===== config.mk =====
export PLATFORM = sky130hd
export DESIGN_NAME = fetch_sequencer
export DESIGN_NICKNAME = d
export VERILOG_FILES = /design/src/rtl/fetch_sequencer.sv
export SDC_FILE = /design/constraint.sdc
export NUM_CORES = 1
export LEC_CHECK = 0
export CAP_MARGIN = 20
export CORE_MARGIN = 3
export CORE_UTILIZATION = 30
export CTS_CLUSTER_DIAMETER = 50
export DETAILED_ROUTE_END_ITERATION = 10
export PLACE_DENSITY = 0.67
export SYNTH_ARGS = -nofsm -noshare
export SYNTH_HDL_FRONTEND = slang
export SYNTH_SLANG_ARGS = --single-unit

===== constraint.sdc =====
create_clock -name clk -period 2.1 [get_ports clk]
set_clock_uncertainty 0.1 [all_clocks]
set_input_delay 0.525 -clock clk [delete_from_list [all_inputs] [get_ports clk]]
set_output_delay 0.525 -clock clk [all_outputs]
set_load 0.01 [all_outputs]

===== src/rtl/fetch_sequencer.sv =====
// Fetch/issue/update sequencer steering the 6-bit program counter.
// Fetches over req/ack, offers the IR over valid/ready, then commits the PC.
module fetch_sequencer #(
  parameter int unsigned AW       = 6,
  parameter int unsigned IW       = 8,
  parameter int unsigned MAX_WAIT = 15
) (
  input  logic          clk,
  input  logic          rst,
  input  logic [AW-1:0] pc,
  output logic          pc_inc,
  output logic          pc_we,
  output logic [AW-1:0] pc_offset,
  output logic [AW-1:0] imem_addr,
  output logic          imem_req,
  input  logic          imem_ack,
  input  logic [IW-1:0] imem_rdata,
  output logic [IW-1:0] ir,
  output logic          ir_valid,
  input  logic          exec_ready,
  input  logic          zero_flag,
  output logic          halted,
  output logic          fault
);

  localparam int unsigned CW = $clog2(MAX_WAIT + 1);

  typedef enum logic [2:0] {
    S_IDLE,
    S_FETCH,
    S_ISSUE,
    S_UPDATE,
    S_HALT,
    S_FAULT
  } state_e;

  state_e          state_q, state_d;
  logic [IW-1:0]   ir_q, ir_d;
  logic [CW-1:0]   wait_cnt_q, wait_cnt_d;
  logic [1:0]      ir_class;
  logic            is_halt;
  logic            taken;

  assign ir_class = ir_q[IW-1:IW-2];
  assign is_halt  = (ir_class == 2'b11) && (ir_q[AW-1:0] == {AW{1'b1}});
  assign taken    = (ir_class == 2'b10) || ((ir_class == 2'b01) && zero_flag);

  always_ff @(posedge clk or posedge rst) begin
    if (rst) begin
      state_q    <= S_IDLE;
      ir_q       <= '0;
      wait_cnt_q <= '0;
    end else begin
      state_q    <= state_d;
      ir_q       <= ir_d;
      wait_cnt_q <= wait_cnt_d;
    end
  end

  always_comb begin
    state_d    = state_q;
    ir_d       = ir_q;
    wait_cnt_d = wait_cnt_q;
    unique case (state_q)
      S_IDLE:  state_d = S_FETCH;
      S_FETCH: begin
        // An ack in the final allowed cycle still wins over the timeout.
        if (imem_ack) begin
          ir_d       = imem_rdata;
          wait_cnt_d = '0;
          state_d    = S_ISSUE;
        end else if (wait_cnt_q == CW'(MAX_WAIT - 1)) begin
          wait_cnt_d = CW'(MAX_WAIT);
          state_d    = S_FAULT;
        end else begin
          wait_cnt_d = wait_cnt_q + CW'(1);
        end
      end
      S_ISSUE: begin
        if (exec_ready) state_d = S_UPDATE;
      end
      S_UPDATE: state_d = is_halt ? S_HALT : S_FETCH;
      S_HALT:   state_d = S_HALT;
      S_FAULT:  state_d = S_FAULT;
      default:  state_d = S_IDLE;
    endcase
  end

  always_comb begin
    pc_inc    = 1'b0;
    pc_we     = 1'b0;
    pc_offset = '0;
    imem_addr = '0;
    imem_req  = 1'b0;
    ir_valid  = 1'b0;
    halted    = 1'b0;
    fault     = 1'b0;
    unique case (state_q)
      S_FETCH: begin
        imem_req  = 1'b1;
        imem_addr = pc;
      end
      S_ISSUE:  ir_valid = 1'b1;
      S_UPDATE: begin
        pc_we     = 1'b1;
        pc_offset = ir_q[AW-1:0];
        pc_inc    = !taken;
      end
      S_HALT:  halted = 1'b1;
      S_FAULT: fault  = 1'b1;
      default: ;
    endcase
  end

  assign ir = ir_q;

endmodule


; ---- Word-level counts from Yosys, hierarchy flattened
; Cells that the tools add are included.
[totals]
reg_bits = 15
output_inout_bits = 26
wordCells = 38
[op_classes]
add_sub_neg = 1
n_eq_ne = 12
n_mux = 15
reduce_logical = 7
[op_table]
columns = op, count
row1 = one-hot mux 3 bit (6 select lines), 1
row2 = two-way mux 3 bit, 4
row3 = two-way mux 6 bit, 2
row4 = two-way mux 4 bit, 2
row5 = equality test 3 x 2 -> 1 bit (second input constant), 2
row6 = equality test 3 bit (second input constant), 2
row7 = equality test 6 bit (second input constant), 1
row8 = two-way mux 1 bit, 6
row9 = adder 4 x 1 -> 4 bit (second input constant), 1
row10 = equality test 2 bit (second input constant), 2
row11 = equality test 4 bit (second input constant), 1
row12 = AND reduction 2 bit, 2
row13 = equality test 3 x 1 -> 1 bit (second input constant), 1
row14 = logical NOT 3 bit, 1
row15 = != test 3 bit (second input constant), 1
row16 = equality test 2 x 1 -> 1 bit (second input constant), 1
row17 = logical AND 1 bit, 2
row18 = != test 2 bit (second input constant), 1
row19 = logical NOT 1 bit, 1
row20 = logical OR 1 bit, 1

; ---- Depth between registers and ports, before layout
[depth]
depth_word = 5
ltp_mapped = 5
mapped_depth_nobuf = 5

; ---- Least setup slack after synthesis
; Ideal clock, no wire load.
[synth_timing]
path_kind = flip-flop to output port
startpoint = register state_q[2]
endpoint = output port pc_inc
t_arrival_ps = 1198
slack_ps = 277
stages_incl_launch_ff = 5
path_cell_list = dfrtp_1 -> and3b_1 -> clkbuf_1 -> o21ai_0 -> a21oi_1
[synth_via]
elab_chain_len = 2
[synth_lines]
columns = item, line
row1 = "start, declared", 37  ; state_e state_q, state_d;
row2 = "start signal, assigned", 54  ; state_q <= state_d;
row3 = equality test 3 x 2 -> 1 bit, 98  ; unique case (state_q)
row4 = two-way mux 1 bit, 98
row5 = "end, declared", 11  ; output logic pc_inc,
; Every way passes these cells.

; ---- Final worst setup path
[layout_timing]
startpoint = register state_q[1]
endpoint = output port pc_offset[0]
[layout_via]
elab_chain_len = 2
[layout_lines]
columns = item, line
row1 = equality test 3 x 2 -> 1 bit, 98
row2 = two-way mux 6 bit, 98
row3 = "end, declared", 13  ; output logic [AW-1:0] pc_offset,
; Every way passes these cells.

==> run summary <==
Top cell by count, worst path: buf_6
Power share of the sequential group: 29.9%
Via count: 826
Post-DP HPWL: 1.77 mm
Max stage delay on crit path: 0.43 ns
Status: finished, final reports clean
Total CTS buffers: 3
CP max FO: 4
WL final: 2.18 mm
Max Cap Viol: 0
Die width: 60.3 um
Syn nets: 106
Starting DRT DRC Count: 31
Xor/xnor cell area share of the yosys netlist: 0%
Layout cells sized above 1: 32.6%
Leakage: 0.687 nW
Global Route Usage Sum: 12.7%
Simple-gate area share of the yosys netlist: 24.6%
Drt wl/cell: 12.7 um
Worst hold-check path type: reg -> reg
Vias in the first global route: 806
#FFs+latches synth: 15
Clock root buffer: clkbuf_4
CP max-delay cell: dfrtp_1
H-tree level count: 1
Synth Cell Area: 886 um2
Worst r2r dst: ir[5]
Clock Tree Buf Depth: 2
Slew HR: 61.8%
Max Transition Viols Final: 0
DIE AREA: 3640 um2
Buffers on Ports: 44
Main combinational cell family by area after synthesis: simple AND/OR/NAND/NOR gates
NetSw: 0.718 mW
CTS Sinks: 15
Post-synth top cells: dfrtp_1, and2_1, mux2_4, a21oi_1, inv_1
FF-to-FF Start: state_q[2]
Total stage count of the critical path: 5
Internal: 1.21 mW
ANT nets after route: 0
Rows: 19
Top-area cell type share of the netlist area: 42.4%
Area post-placement: 1400 um2
Clock share of power: 8.4%
Initial Util: 31.8%
Register area share after synthesis: 42.4%
First-pass detailed-route iteration total: 4
Final period util: 98.4%
CP Launch Type: flip-flop
Post-route minimum period: 2.07 ns
First-pass GRT wire length: 3.53 mm
Area leader, netlist: dfrtp_1
Pwr dens: 1350 nW/um2
Slew @ Worst Pin: 0.572 ns
Post-route DRC: 0
Worst reg2reg path depth: 6
Reg2Reg Setup Slack: 0.29 ns
EDFF count, synth: 0
Antenna violations before repair: 0
CTS tree: done
Synth Area in Adders: 2.82%
Most frequent cell after synthesis: dfrtp_1
Maximum vdd drop: 948 uV
Sw frac: 37.2%
Later-pin clock latency in the skew report: 0.28 ns
CP arrival: 1.44 ns
CP delay by family, top: flip-flops
FMAX: 484 MHz
Fin nets: 163
Compound-Gate Fraction of Synth Area: 10.5%
Final hold slack: 0.465 ns
Final Hold Fails: 0
Worst setup path startpoint: state_q[1]
Syn avg cell area: 10.4 um2
Ports: 45
Worst path buffer plus inverter count: 3
Worst setup endpoint: pc_offset[0]
Vias/cell: 4.80
Critical path cell sequence: and3b_2 -> buf_6 -> buf_6 -> and2_1 -> buf_2
Cells after synthesis: 85
Post-synth top flop: dfrtp_1
RSZ-0062 raised after global routing: yes
GR Overflow Total: 0
Post-route cell area: 1430 um2
Final setup vio count: 0
Antenna cells: 0
Area Overhead vs Synth: 61.3%
Required @ worst endpoint: 1.47 ns
Async SR Flop Fraction: 100%
Yosys cell types: 29
RD Place Congestion: 0.788
Clock-pin slew on the worst setup and hold paths: 0.09 ns
Critical path endpoint category: primary output
Largest net degree at the start of global routing: 16
Gate power share: 61.7%
Total number of yosys warnings: 0
Mux cell area share after synthesis: 14.4%
Die height: 60.3 um
Setup Crit Path Kind: reg -> out
Core Box Area: 2780 um2
Area contributors post-synth: dfrtp_1, mux2_4, and2_1
area by class of cell:
cell class                 instances  area [um2]
tap                               31        38.8
multi-input combinational         61         477
timing repair buffer              56         493
clock buffer                       4        26.3
inverter                           5        18.8
fill                             243        1350
sequential                        15         375
layer usage:
metal,GRT usage [%],share of wire (%)
met1,17.6,44
met2,19.9,51
met3,3.19,4.8
met4,2.85,0
met5,0,0
per-stage QoR:
step	setup TNS [ns]	total power, mW	cells	worst slack (ns)	utilization, %
6_report	0	1.93	172	0.0332	51.4
5_1_grt	-0.101	2.09	172	-0.0455	51.4
4_1_cts	0	1.94	173	0.0103	51.3
3_5_place_dp	-1.33	1.77	164	-0.272	50.2
3_3_place_gp	-1.29	1.74	164	-0.285	50.2
2_1_floorplan	0	1.19	85	0.277	-
repair_timing:
action,CTS,global route
hold buffers,0,0
resized for setup,60,8
buffers inserted,5,0
pin swaps,1,1
setup endpoints to repair,18,8
power by group through the flow:
stage / registers (mW) / logic, mW / clock network, mW
2_1_floorplan: 0.583 / 0.606 / 0
3_3_place_gp: 0.573 / 1.16 / 0
3_5_place_dp: 0.585 / 1.18 / 0
4_1_cts: 0.576 / 1.20 / 0.168
5_1_grt: 0.601 / 1.31 / 0.185
6_report: 0.577 / 1.19 / 0.162
cell usage in the layout, fill, tap and decap left out, types with 5 or more instances in the layout:
| cell type | n |
|---|---|
| buf_6 | 6 |
| and2_1 | 10 |
| buf_4 | 8 |
| inv_1 | 5 |
| clkdlybuf4s50_1 | 26 |
| a21oi_1 | 5 |
| buf_2 | 9 |
| mux2_4 | 7 |
| dfrtp_1 | 15 |
cells by family after synthesis:
logic type / Yosys count
multiplexers: 9
flip-flops: 15
AND/OR/NAND/NOR: 36
buffers and inverters: 9
AO/OA/AOI/OAI: 14
adder cells (fa/ha/maj): 2
state kept, by name, summed over array words and instances, names as in the netlist:
signal and count:
ir 8, wait_cnt_q 4, state_q 3
worst min path at each step:
stage,from,endpoint,slack [ns],cells after the start
global route,ir[0],ir[0],0.50,1
global placement,ir[1],ir[1],0.44,1
detailed placement,ir[0],ir[0],0.44,1
finish,ir[0],ir[0],0.47,1
floorplan,rst,ir[0],0.33,1
CTS,ir[0],ir[0],0.47,1
No activity file was read; power rests on OpenSTA's default activity.
==> variant 1: new RTL, same settings <==
Change the parameter `IW` from 8 to 9.
--- a/src/rtl/fetch_sequencer.sv
+++ b/src/rtl/fetch_sequencer.sv
@@ -2,7 +2,7 @@
 // Fetches over req/ack, offers the IR over valid/ready, then commits the PC.
 module fetch_sequencer #(
   parameter int unsigned AW       = 6,
-  parameter int unsigned IW       = 8,
+  parameter int unsigned IW       = 9,
   parameter int unsigned MAX_WAIT = 15
 ) (
   input  logic          clk,
Ports: changed (resized imem_rdata and ir); port bits go from 45 to 47. No check against the original RTL was run, so the function may have changed too.
==> variant 1 against the original RTL <==
The flow now finishes with violations (setup timing). Power increased by 19%. Clock power grew 27%. Synthesized area rose by 3.7%. Die area increased by 3.3%. Synthesized cell count rose by 1.2%. Setup slack got worse by 0.13 ns. Via count rose by 11%. Register-to-register slack worse by 0.23 ns. Design area increased by 12%. Sequential cell count is 1 higher. Sequential share of layout area is 1.2 points lower. Routed wire length grew 18%.
==> variant 1: results (changes against the original RTL) <==
Run status
  • Status: finished with violations
  • Failing checks: setup timing

Global route
  • Met3 Use GR: 4.19% (+1.0 points)
  • First-pass GRT wire length: 3970 um (+13%)
  • Largest net degree at the start of global routing: 17 (+1)
  • Vias in the first global route: 879 (+9.1%)
  • Overall Global Routing Usage: 14.4% (+1.7 points)

Power
  • Clock Power: 0.206 mW (+27%)
  • Net Switching: 0.818 mW (+14%)
  • Leak pwr: 0.769 nW (+12%)
  • P_seq: 0.608 mW (+5.4%)

Yosys
  • Post-synth top cells: 16 x dfrtp_1, 12 x and2_1, 7 x mux2_4
  • Compound-gate portion of the synthesized area: 10.1% (-0.37 points)
  • Syn_nets: 108 (+1.9%)
  • Area contributors post-synth: dfrtp_1 44%, mux2_4 11%, and2_1 8.2%, mux2_2 3.7%, a21oi_1 3.3%
  • Post-synthesis sequential area ratio: 43.6% (+1.2 points)
  • Synth Area in Adders: 2.72% (-0.10 points)
  • Mux contribution to synthesized area: 15.1% (+0.72 points)

STA
  • Setup ws final: -0.0954 ns (-0.129 ns)
  • Setup-failing EPs final: 7 (+7)

Placed design
  • Post-DP HPWL: 1810 um (+2.5%)
  • IO Port Bufs: 46 (+4.5%)
  • DP Area: 1460 sq um (+4.3%)

Setup path
  • Worst Path Arrival: 1.57 ns (+0.13 ns)
  • Crit-path leading delay family: buffers and inverters
  • Crit-path max cell delay: 0.41 ns (-0.02 ns)

Layout
  • Fill count: 259 (+6.6%)
  • Final #Nets: 177 (+8.6%)
  • ClkCell Share: 2.27% (+0.43 points)
  • Seq/total area: 25.1% (-1.2 points)
  • Non-CTS buffers: 68 (+21%)
  • Share of cells above drive strength 1: 42.2% (+9.6 points)

Routing
  • Final WL: 2580 um (+18%)
  • Met2 Routed Length: 1290 um (+15%)
  • Met3 WL post-DR: 155 um (+49%)

CTS
  • Post-cts sizing count: 65 (+8.3%)
==> variant 1: metrics by stage <==
step	setup TNS [ns]	total power, mW	worst slack, ns	std cells	utilization [%]
3_3_place_gp	-1.35	1.82	-0.235	168	51.5
5_1_grt	-0.866	2.46	-0.146	185	56.6
4_1_cts	-0.690	2.18	-0.117	182	54.6
3_5_place_dp	-1.45	1.84	-0.259	168	51.5
6_report	-0.328	2.30	-0.0954	185	56.6
2_1_floorplan	0	1.24	0.277	86	-
==> variant 1: path summary, 6_finish.rpt <==
path	slack, ns	from	depth (start not counted)	end
worst max register to register	0.06	state_q[0]	7	ir[6]
worst min register to register	0.42	ir[6]	1	ir[6]
min in group asynchronous	0.44	rst	3	wait_cnt_q[2]
worst max-delay path	-0.1	state_q[0]	6	imem_addr[5]
worst min-delay path	0.42	ir[6]	1	ir[6]
max in group asynchronous	1.26	rst	3	state_q[2]
==> variant 2: new RTL, same flow settings <==
Made on the original files. Register the output `fault`, with the module's reset; this adds one clock of latency there. The other outputs are not delayed to match.
--- a/src/rtl/fetch_sequencer.sv
+++ b/src/rtl/fetch_sequencer.sv
@@ -33,6 +33,8 @@
     S_HALT,
     S_FAULT
   } state_e;
+
+  logic fault_d;
 
   state_e          state_q, state_d;
   logic [IW-1:0]   ir_q, ir_d;
@@ -94,7 +96,7 @@
     imem_req  = 1'b0;
     ir_valid  = 1'b0;
     halted    = 1'b0;
-    fault     = 1'b0;
+    fault_d   = 1'b0;
     unique case (state_q)
       S_FETCH: begin
         imem_req  = 1'b1;
@@ -107,12 +109,20 @@
         pc_inc    = !taken;
       end
       S_HALT:  halted = 1'b1;
-      S_FAULT: fault  = 1'b1;
+      S_FAULT: fault_d = 1'b1;
       default: ;
     endcase
   end
 
   assign ir = ir_q;
 
+  always_ff @(posedge clk or posedge rst) begin
+    if (rst) begin
+      fault <= '0;
+    end else begin
+      fault <= fault_d;
+    end
+  end
+
 endmodule
 
Check against the original RTL: no difference found for any inputs over 10 cycles, from zero or initial values and one cycle with rst high; that may be too few to reach the edited logic, so the function may still have changed.
==> variant 2 against the original RTL <==
Setup slack worse by 0.0040 ns. Sequential cell count is 1 higher. Power up 8.7%. Design area up 6.6%. Routed wire length is 5.4% higher. Non-clock buffer count increased by 3. Global-route usage up 0.71 points. Synthesized area increased by 2.8%. Synthesized cell count grew 1.2%. Combinational power rose by 13%. Clock power is 4% lower. Critical path type unchanged. Largest power group unchanged.
==> variant 2: results (changes against the original RTL) <==
Routing
  • Wirelength per Cell: 13.1 um (+3.6%)
  • DRT iter0 DRCs: 15 (-52%)
  • Metal1 wirelength: 968 um (+1.5%)
  • Met3 WL post-DR: 109 um (+4.8%)
  • Detailed-route via count: 838 (+1.5%)
  • Uppermost layer routed: met4
  • Met2 Routed Length: 1200 um (+7.0%)

Yosys
  • Post-synthesis sequential area ratio: 44.0% (+1.6 points)
  • Synth Area in Adders: 2.75% (-0.078 points)
  • Area contributors post-synth: dfrtp_1 44%, mux2_4 12%, and2_1 8.2%, a21oi_1 3.3%, ha_1 2.7%
  • Mux contribution to synthesized area: 14.0% (-0.40 points)

Global route
  • Overall Global Routing Usage: 13.4% (+0.71 points)
  • M1 GR Usage: 17.4% (-0.13 points)
  • Largest net degree at the start of global routing: 17 (+1)
  • Vias in the first global route: 871 (+8.1%)
  • Met2 GRT Util: 22.4% (+2.4 points)
  • Met3 Use GR: 3.98% (+0.79 points)
  • First-pass GRT wire length: 3770 um (+7.1%)

Hold path
  • Hold Crit Class: in2async

Placed design
  • Post-DP HPWL: 1800 um (+1.8%)
  • RePlAce Congestion: 0.766 (-2.8%)
  • Pre-CTS setup slack: -0.244 ns (+0.0281 ns)

CTS
  • Post-cts sizing count: 55 (-8.3%)
  • Postcts setup bufs: 6 (+1)

Power
  • Max IR drop VDD: 605 uV (-36%)
  • Pint: 1.36 mW (+12%)

Layout
  • Final #Nets: 167 (+2.5%)
  • Fill count: 268 (+10%)

STA
  • Worst slew pin tran: 0.297 ns (-0.275 ns)

Setup path
  • Crit-path leading delay family: buffers and inverters
  • Crit-path max cell delay: 0.41 ns (-0.02 ns)

Run status
  • Status: completed
==> variant 2: kinds of logic after synthesis <==
| logic type | Yosys count |
|---|---|
| AND/OR/NAND/NOR | 36 |
| adder cells (fa/ha/maj) | 2 |
| multiplexers | 9 |
| AO/OA/AOI/OAI | 14 |
| buffers and inverters | 9 |
| flip-flops | 16 |
==> variant 2: layout make-up <==
cell class / instances / share of cell area [%]
Clock buffer: 3 / 1.48
Inverter: 5 / 1.23
Multi-Input combinational cell: 61 / 31.6
Sequential cell: 16 / 26.4
Tap cell: 31 / 2.55
Timing Repair Buffer: 59 / 36.7
==> variant 2: worst paths after layout <==
kind,to,slack (ns),depth (start not counted)
setup / recovery,imem_addr[1],0.03,6
hold / removal,ir[1],0.45,3
setup reg to reg,ir[4],0.13,8
hold reg to reg,ir[1],0.48,1
max in group asynchronous,state_q[2],1.26,3
min in group clk,ir[1],0.48,1
==> variant 2: power groups by stage <==
stage               registers (mW)  logic [mW]  clock network [mW]
floorplan                    0.618       0.600                   0
global placement             0.602        1.16                   0
detailed placement           0.613        1.17                   0
CTS                          0.602        1.22               0.165
global route                 0.633        1.47               0.175
finish                       0.603        1.34               0.155
==> variant 2: worst reg2reg max path, stage by stage, from the launching register on <==
cell	delay (ns)
dfrtp_1	0.41
buf_6	0.13
nor3b_4	0.17
buf_6	0.14
buf_4	0.10
buf_4	0.11
buf_4	0.13
and2_4	0.24
mux2_4	0.32
==> variant 2: through the flow <==
stage	utilization, %	area [sq um]	TNS [ns]	std cells	power, mW
after floorplan	-	911	0	86	1.22
after global placement	50.2	1420	-1.35	165	1.76
after detailed placement	50.2	1420	-1.44	165	1.79
after CTS	51.3	1450	-0.199	174	1.99
after global routing	53.8	1520	-0.431	175	2.27
final	53.8	1520	0	175	2.10
